<file path="src/rtl/v_issue_queue.sv">
// ----------------------------------------------------------------------------
// v_issue_queue
//
// In-order issue queue between a scalar core and a vector unit. The scalar
// core pushes decoded vector instructions together with a tag and a snapshot
// of the vector-length register. The head entry is offered to the vector
// unit, popped when the unit accepts it, and the next entry is not offered
// until the unit signals that the accepted instruction has completed.
//
// Optional feature macro: V_ISSUE_PERF_EN adds the perf_issued / perf_stall
// performance counters. The default build has neither port nor logic.
//
// Parameters
//   DEPTH  number of queue entries (power of two, 2..16)
//   PKT_W  width of the opaque decoded-instruction packet
//   VL_W   width of the vector-length field
//   ID_W   width of the instruction tag
//
// Ports
//   clk          clock, all state changes on the rising edge
//   reset        asynchronous active-low reset
//   I_start      enqueue request (one instruction per cycle)
//   I_pkt/I_id   packet and tag of the instruction being enqueued
//   vl           current vector length, captured at enqueue
//   I_clear      synchronous flush, highest priority
//   stall        queue full, scalar core must hold its request
//   DONE         queue empty and nothing outstanding
//   iss_valid    head entry offered to the vector unit
//   iss_pkt/iss_vl/iss_id  offered entry fields
//   vu_ready     vector unit accepts the offered entry
//   vu_done      single-cycle completion pulse for the accepted entry
//   level        number of queued entries
//   perf_issued  (V_ISSUE_PERF_EN) pops since reset/clear, wraps at 2^32
//   perf_stall   (V_ISSUE_PERF_EN) cycles with I_start while full
// ----------------------------------------------------------------------------
module v_issue_queue #(
    parameter int unsigned DEPTH = 4,
    parameter int unsigned PKT_W = 64,
    parameter int unsigned VL_W  = 9,
    parameter int unsigned ID_W  = 3
) (
    input  logic                     clk,
    input  logic                     reset,
    input  logic                     I_start,
    input  logic [PKT_W-1:0]         I_pkt,
    input  logic [ID_W-1:0]          I_id,
    input  logic [VL_W-1:0]          vl,
    input  logic                     I_clear,
    output logic                     stall,
    output logic                     DONE,
    output logic                     iss_valid,
    output logic [PKT_W-1:0]         iss_pkt,
    output logic [VL_W-1:0]          iss_vl,
    output logic [ID_W-1:0]          iss_id,
    input  logic                     vu_ready,
    input  logic                     vu_done,
    output logic [$clog2(DEPTH):0]   level
`ifdef V_ISSUE_PERF_EN
    ,
    output logic [31:0]              perf_issued,
    output logic [31:0]              perf_stall
`endif
);

    localparam int unsigned PTR_W = $clog2(DEPTH);
    localparam int unsigned LVL_W = PTR_W + 1;

    typedef enum logic [1:0] {
        StIdle,
        StOffer,
        StWait
    } state_e;

    // ------------------------------------------------------------------------
    // State
    // ------------------------------------------------------------------------
    state_e             state_q, state_d;
    logic [PTR_W-1:0]   wr_ptr_q, wr_ptr_d;
    logic [PTR_W-1:0]   rd_ptr_q, rd_ptr_d;
    logic [LVL_W-1:0]   level_q, level_d;
    logic [PKT_W-1:0]   iss_pkt_q, iss_pkt_d;
    logic [VL_W-1:0]    iss_vl_q, iss_vl_d;
    logic [ID_W-1:0]    iss_id_q, iss_id_d;

    // Entry storage; contents are only meaningful between the pointers, so it
    // needs no reset.
    logic [PKT_W-1:0]   pkt_mem_q [DEPTH];
    logic [VL_W-1:0]    vl_mem_q  [DEPTH];
    logic [ID_W-1:0]    id_mem_q  [DEPTH];

    // ------------------------------------------------------------------------
    // Control decode
    // ------------------------------------------------------------------------
    logic full;
    logic enq;
    logic pop;
    logic load_iss;

    always_comb begin
        full = (level_q == LVL_W'(DEPTH));
        // Full is judged on the registered level, so a pop in the same cycle
        // does not make room for a new entry.
        enq  = I_start && !full && !I_clear;
        pop  = (state_q == StOffer) && vu_ready && !I_clear;
    end

    // ------------------------------------------------------------------------
    // Pointer / level next state
    // ------------------------------------------------------------------------
    always_comb begin
        wr_ptr_d = wr_ptr_q;
        rd_ptr_d = rd_ptr_q;
        level_d  = level_q;
        if (I_clear) begin
            wr_ptr_d = '0;
            rd_ptr_d = '0;
            level_d  = '0;
        end else begin
            wr_ptr_d = wr_ptr_q + PTR_W'(enq);
            rd_ptr_d = rd_ptr_q + PTR_W'(pop);
            level_d  = level_q + LVL_W'(enq) - LVL_W'(pop);
        end
    end

    // ------------------------------------------------------------------------
    // FSM next state
    // ------------------------------------------------------------------------
    always_comb begin
        state_d  = state_q;
        load_iss = 1'b0;
        if (I_clear) begin
            state_d = StIdle;
        end else begin
            unique case (state_q)
                StIdle: begin
                    // Only registered level counts, so an entry written this
                    // cycle is never offered before the next one.
                    if (level_q != '0) begin
                        state_d  = StOffer;
                        load_iss = 1'b1;
                    end
                end
                StOffer: begin
                    if (vu_ready) begin
                        state_d = StWait;
                    end
                end
                StWait: begin
                    if (vu_done) begin
                        if (level_d != '0) begin
                            state_d  = StOffer;
                            load_iss = 1'b1;
                        end else begin
                            state_d = StIdle;
                        end
                    end
                end
                default: state_d = StIdle;
            endcase
        end
    end

    // ------------------------------------------------------------------------
    // Offered entry registers
    // ------------------------------------------------------------------------
    always_comb begin
        iss_pkt_d = iss_pkt_q;
        iss_vl_d  = iss_vl_q;
        iss_id_d  = iss_id_q;
        if (I_clear) begin
            iss_pkt_d = '0;
            iss_vl_d  = '0;
            iss_id_d  = '0;
        end else if (load_iss) begin
            if (level_q != '0) begin
                iss_pkt_d = pkt_mem_q[rd_ptr_q];
                iss_vl_d  = vl_mem_q[rd_ptr_q];
                iss_id_d  = id_mem_q[rd_ptr_q];
            end else begin
                // Leaving WAIT on an empty queue: the only entry is the one
                // being written at this edge, so capture it from the inputs.
                iss_pkt_d = I_pkt;
                iss_vl_d  = vl;
                iss_id_d  = I_id;
            end
        end
    end

    always_ff @(posedge clk or negedge reset) begin
        if (!reset) begin
            state_q   <= StIdle;
            wr_ptr_q  <= '0;
            rd_ptr_q  <= '0;
            level_q   <= '0;
            iss_pkt_q <= '0;
            iss_vl_q  <= '0;
            iss_id_q  <= '0;
        end else begin
            state_q   <= state_d;
            wr_ptr_q  <= wr_ptr_d;
            rd_ptr_q  <= rd_ptr_d;
            level_q   <= level_d;
            iss_pkt_q <= iss_pkt_d;
            iss_vl_q  <= iss_vl_d;
            iss_id_q  <= iss_id_d;
        end
    end

    always_ff @(posedge clk) begin
        if (enq) begin
            pkt_mem_q[wr_ptr_q] <= I_pkt;
            vl_mem_q[wr_ptr_q]  <= vl;
            id_mem_q[wr_ptr_q]  <= I_id;
        end
    end

    // ------------------------------------------------------------------------
    // Optional performance counters
    // ------------------------------------------------------------------------
`ifdef V_ISSUE_PERF_EN
    logic [31:0] perf_issued_q, perf_issued_d;
    logic [31:0] perf_stall_q, perf_stall_d;

    always_comb begin
        perf_issued_d = perf_issued_q;
        perf_stall_d  = perf_stall_q;
        if (I_clear) begin
            perf_issued_d = '0;
            perf_stall_d  = '0;
        end else begin
            perf_issued_d = perf_issued_q + 32'(pop);
            perf_stall_d  = perf_stall_q + 32'(I_start && full);
        end
    end

    always_ff @(posedge clk or negedge reset) begin
        if (!reset) begin
            perf_issued_q <= '0;
            perf_stall_q  <= '0;
        end else begin
            perf_issued_q <= perf_issued_d;
            perf_stall_q  <= perf_stall_d;
        end
    end

    assign perf_issued = perf_issued_q;
    assign perf_stall  = perf_stall_q;
`endif

    // ------------------------------------------------------------------------
    // Outputs, decoded from registers only
    // ------------------------------------------------------------------------
    assign stall     = full;
    assign DONE      = (level_q == '0) && (state_q == StIdle);
    assign iss_valid = (state_q == StOffer);
    assign iss_pkt   = iss_pkt_q;
    assign iss_vl    = iss_vl_q;
    assign iss_id    = iss_id_q;
    assign level     = level_q;

endmodule
</file>
<file path="config.mk">
export PLATFORM = sky130hd
export DESIGN_NAME = v_issue_queue
export DESIGN_NICKNAME = d
export VERILOG_FILES = /design/src/rtl/v_issue_queue.sv
export SDC_FILE = /design/constraint.sdc
export NUM_CORES = 1
export LEC_CHECK = 0
export ABC_AREA = 1
export BUFFER_PORTS_ARGS = -buffer_cell sky130_fd_sc_hd__buf_2
export CELL_PAD_IN_SITES_DETAIL_PLACEMENT = 0
export CELL_PAD_IN_SITES_GLOBAL_PLACEMENT = 1
export CORE_ASPECT_RATIO = 1.2
export CORE_UTILIZATION = 42
export DETAILED_ROUTE_END_ITERATION = 8
export GPL_TIMING_DRIVEN = 0
export PLACE_DENSITY = 0.8
export SLEW_MARGIN = 5
export SYNTH_ARGS = -nofsm -noshare
export SYNTH_HDL_FRONTEND = slang
export SYNTH_SLANG_ARGS = --single-unit
export TNS_END_PERCENT = 30
</file>
<file path="constraint.sdc">
create_clock -name clk -period 6.25 [get_ports clk]
set_input_delay 0.3125 -clock clk [delete_from_list [all_inputs] [get_ports clk]]
set_output_delay 0.3125 -clock clk [all_outputs]
set_load 0.01 [all_outputs]
</file>
* Word-level counts from Yosys, hierarchy flattened
Memories as Yosys holds them, arrays and structs flattened.
Cells that the tools add are included.
** Word-level totals
- Memory bits (read-only) :: 0
- Memories kept :: 3
- Bits of input ports :: 82
- Latch bits :: 0
- Bits in registers :: 85
- Logic and storage cells :: 58
- RAM bits :: 304
** Memories
- pkt_mem_q :: depth 4, bits a word 64, read ports 1, clocked after Yosys merged registers in 0, write ports 1, line 87 : logic [PKT_W-1:0] pkt_mem_q [DEPTH];
- vl_mem_q :: depth 4, bits a word 9, read ports 1, clocked after Yosys merged registers in 0, write ports 1, line 88 : logic [VL_W-1:0] vl_mem_q [DEPTH];
- id_mem_q :: depth 4, bits a word 3, read ports 1, clocked after Yosys merged registers in 0, write ports 1, line 89 : logic [ID_W-1:0] id_mem_q [DEPTH];
** Operators by class
- Equal/unequal tests :: 6
- Order comparisons :: 0
- Shift-type cells :: 0
- Multiply operators :: 0
- Muxes and demuxes :: 25
- Reductions and logical operators :: 13
- Divide/modulo/power cells :: 0
- Bitwise gates (word level) :: 0
- $add $sub $neg :: 4
** Operator list (count)
- $mux W64 :: 3
- $mux W9 :: 3
- $mux W2 :: 6
- $mux W3 :: 4
- $mux W1 :: 7
- $ne A3 B3 Y1 const B :: 2
- $pmux W2 S3 :: 1
- $reduce_bool A3 Y1 :: 2
- $logic_and A1 B1 Y1 :: 5
- $add A2 B1 Y2 :: 2
- $add A3 B1 Y3 :: 1
- $eq A3 B3 Y1 const B :: 1
- $logic_not A3 Y1 :: 1
- $ne A3 B2 Y1 const B :: 1
- $reduce_and A3 Y1 :: 1
- $sub A3 B1 Y3 :: 1
- $eq A2 B1 Y1 const B :: 1
- $eq A2 B2 Y1 const B :: 1
- $logic_not A1 Y1 :: 2
- $logic_not A2 Y1 :: 1
- $pmux W1 S2 :: 1
- $reduce_bool A2 Y1 :: 1

* Depth between registers and ports, before layout
- Depth after elaboration :: 14
- Gate-level depth with buffers :: 19

* Worst setup path after synthesis
OpenSTA, ideal clock, no wires.
- Kind :: input port to flip-flop
- Start point :: in I_clear
- End point :: mem id_mem_q[0][0], enable pin
- Required time :: 5.646 ns
- Setup time :: 0.604 ns
- Buffers on the path :: 2
- Cell stages on the path :: 5
- Arrival :: 6.185 ns
- Setup slack :: -0.538 ns
- Path through :: buf_2 -> inv_1 -> clkbuf_1 -> nand3_1 -> nor3_1
** Between the ends
- Cells in the longest elaborated chain, start to end :: 4
** RTL lines
- start: declaration :: line 48 : input logic I_clear,
- $logic_not A1 Y1 :: line 103 : enq = I_start && !full && !I_clear;
- $logic_and A1 B1 Y1 :: line 103
- $mux W1 :: line 210 : if (enq) begin
- $mux W1 (not written as such) :: line 213 : id_mem_q[wr_ptr_q] <= I_id;
- end: declaration :: line 89
Every way passes these cells.

* Worst setup path after layout
- Start point :: in I_clear
- End point :: reg iss_pkt_q[36] (netlist: iss_pkt[36])
** Between the ends
- Cells in the longest elaborated chain, start to end :: 11
** RTL lines
- $logic_not A1 Y1 :: line 103, 104
- $logic_and A1 B1 Y1 :: line 103
- $add A3 B1 Y3 :: line 121 : level_d = level_q + LVL_W'(enq) - LVL_W'(pop);
- $sub A3 B1 Y3 :: line 121
- $mux W3 * :: line 114 : if (I_clear) begin
- named net level_d[1] :: line 80 : logic [LVL_W-1:0] level_q, level_d;
- $reduce_bool A3 Y1 * :: line 150 : if (level_d != '0) begin
- $mux W1 * :: line 150
- $mux W1 * :: line 149 : if (vu_done) begin
- $pmux W1 S2 * :: line 134 : unique case (state_q)
- $mux W1 * :: line 131 : if (I_clear) begin
- $reduce_bool A2 Y1 (no source line) *
- end signal: assignment :: line 203 : iss_pkt_q <= iss_pkt_d;
- end: declaration :: line 81 : logic [PKT_W-1:0] iss_pkt_q, iss_pkt_d;
Mark *: on every way through the listed nets, which the timed path passes. The rest lies on a longest branch.
A chain may end at the register's enable or synchronous reset.

==> results_dict.tcl <==
set metrics [dict create \
    status "finished, final reports clean" \
    critPathMaxFanout 10 \
    fin_crit_sh_pct 63.4 \
    power_leakage_uw 0.0103 \
    powerDensity_mw_per_mm2 379 \
    yosysTopAreaCell "edfxtp_1" \
    irDropWorstVdd_mv 0.285 \
    crit_path_start_kind "input pin" \
    cts_tree "built" \
    grt_pass1_vias 13173 \
    power_uw 8010 \
    cts.reportedPaths.clkPinSlew_ns 0.06 \
    area_delta_synth_final_pct 21.6 \
    cts-root-buf "clkbuf_16" \
    dieArea_sq_mm 0.0422 \
    relSlewSlack_pct 35.9 \
    syn_inst 1845 \
    firstDrtPassIters 7 \
    antenna_left 0 \
    synthesis.area_sq_mm 0.0174 \
    drive_gt1_share_pct 14.8 \
    clk_latency_ns 0.55 \
    min_period_ns 3.96 \
    yosysUniqueCellTypes 22 \
    ios 164 \
    fp.coreArea_sq_mm 0.0407 \
    nets 2235 \
    gp_congestion 0.815 \
    dieHeight_um 225 \
    ys_ff_latch 389 \
    seq_area_frac_synth_pct 64.8 \
    synth-main-ff-cell "edfxtp_1" \
    fin_cells 2719 \
    cts_resized 0 \
    port_buffers 162 \
    drv_cap 0 \
    syn_nets 1932 \
    placedCellCount 2585 \
    hold_viol_final 0 \
    grt_overflow 0 \
    yosys-top-cells-count "685 x nand2_1, 318 x inv_1, 304 x edfxtp_1" \
    drv_slew 0 \
    setup_violations 0 \
    die_x_um 188 \
    synth.most_common_cell "nand2_1" \
    synth_edf_count 304 \
    r2r_slack_ns 2.60 \
    crit_path_end_kind "register" \
    cp.required_ns 6.72 \
    numCtsBuffers 41 \
    drtIter0Drc 1059 \
    yosys_warnings 0 \
    dpl.hpwl_um 32400 \
    htree_num_levels 2 \
    drc 0 \
    arrival_ns 4.43 \
    fmax_mhz 252 \
    netlist_top_cells_area "edfxtp_1 53%, nand2_1 15%, dfrtp_1 12%" \
    grt_max_degree 45 \
    via_per_inst 4.89 \
    skew_ns 0.0233 \
    async_flop_share_pct 21.9 \
    crit_type "input pin to register" \
    worst_pin_slew_ns 0.962 \
    place_area_sq_mm 0.0193 \
    design_area_sq_mm 0.0211 \
    cts.sinks 389 \
    hold_path_class "input pin to register" \
    start_util_pct 42.6 \
    grt_usage_pct 22.8 \
    grt_antenna_before_repair 2 \
    yosysTopAreaCellShare_pct 52.5 \
    rows 81 \
    rsz0062_at_grt "false" \
    clk_path_buf_depth 3 \
    grt_pass1_wl_um 73300 \
    setup_tns_ns 0 \
    synth.avg_cell_area_sq_um 9.42 \
    vias 13283 \
    routedWlPerCell_um 17.5 \
    wl_um 47500 \
]
==> area by class of cell <==
type,count,area (sq um)
fillers,3803,19600
flip-flops and latches,389,11300
multi-input cells,1027,4450
repair buffers,260,1810
inverters,321,1200
clock buffers,57,1130
well taps,539,674
plain buffers,108,485
clock inverters,17,124
diodes,1,2.50
==> placed cells by master, fill, tap and decap left out <==
master and count:
a21oi_1 2, buf_1 22, buf_16 1, buf_2 204
buf_4 26, buf_6 15, buf_8 5, bufinv_16 1
clkbuf_1 48, clkbuf_16 41, clkbuf_8 4, clkinv_1 1
clkinv_2 10, clkinvlp_4 3, dfrtp_1 85, diode_2 1
dlygate4sd3_1 59, edfxtp_1 304, fa_1 1, ha_1 4
inv_1 318, inv_2 3, inv_6 2, nand2_1 685
nand2_2 2, nand3_1 231, nand4_1 76, nor2_1 14
nor2_2 1, nor3_2 4, nor3_4 1, o21ai_0 4
o32ai_1 1, xnor2_1 1
==> routing by layer <==
layer,global-route usage (%),vias to the layer above,wire length [um]
li1,-,6502,-
met4,8.10,2,1410
met1,29.7,6264,20300
met3,3.45,91,2870
met5,0,-,11
met2,38.7,424,22900
==> worst paths after layout <==
| path | from | end | cells after the start |
|---|---|---|---|
| worst max-delay path | I_clear | iss_pkt[36] | 17 |
| worst min-delay path | vl[0] | vl_mem_q[1][0] | 1 |
| worst max register to register | state_q[0] | iss_pkt[36] | 17 |
| worst min register to register | iss_pkt[52] | iss_pkt[52] | 2 |
| max in group asynchronous | reset | iss_pkt[49] | 3 |
| min in group asynchronous | reset | iss_pkt[19] | 2 |
==> critical path: stages <==
cell and delay [ns]:
buf_2 0.15, inv_1 0.10, clkbuf_1 0.73, nand3_1 0.48
ha_1 0.42, inv_1 0.07, ha_1 0.14, inv_1 0.05
fa_1 0.51, nor2_1 0.05, nor2_1 0.11, nand3_1 0.33
nand2_2 0.26, buf_4 0.26, buf_4 0.24, nand3_1 0.09
nand2_1 0.10
==> cells by family after synthesis <==
kind of cell	synth area share, %
and+or+nand+nor	24.8
buffers and inverters	9.73
DFF	64.8
AOI/OAI and AO/OA	0.223
adders and majority gates	0.403
xor gates and xnor gates	0.0504
==> power breakdown <==
group | switching [uW] | leakage (uW) | internal (uW) | total (uW)
Sequential | 164 | 0.00391 | 3110 | 3280
Clock | 1000 | 0.000612 | 1300 | 2310
Combinational | 1670 | 0.00579 | 758 | 2420
Total | 2830 | 0.0103 | 5170 | 8010
==> registers in the layout (all words and copies together), names as in the netlist <==
signal,cells
iss_pkt,64
iss_id,3
vl_mem_q,36
pkt_mem_q,256
iss_vl,9
wr_ptr_q,2
rd_ptr_q,2
state_q,2
id_mem_q,12
level,3
==> repair_timing <==
action | in CTS | in global routing
buffers inserted | 0 | 0
hold buffers | 59 | 0
hold endpoints to repair | 262 | 0
==> metrics by stage <==
stage          util (%)  hold WS (ns)  worst slack [ns]
6_report           51.9        0.0164              2.29
5_1_grt            51.9       0.00911              2.13
4_1_cts            51.9     0.0000649              2.37
3_5_place_dp       47.3         0.386              1.81
3_3_place_gp       46.3         0.480             -6.22
2_1_floorplan         -        0.0169            -0.538
No activity file was read; power rests on OpenSTA's default activity.
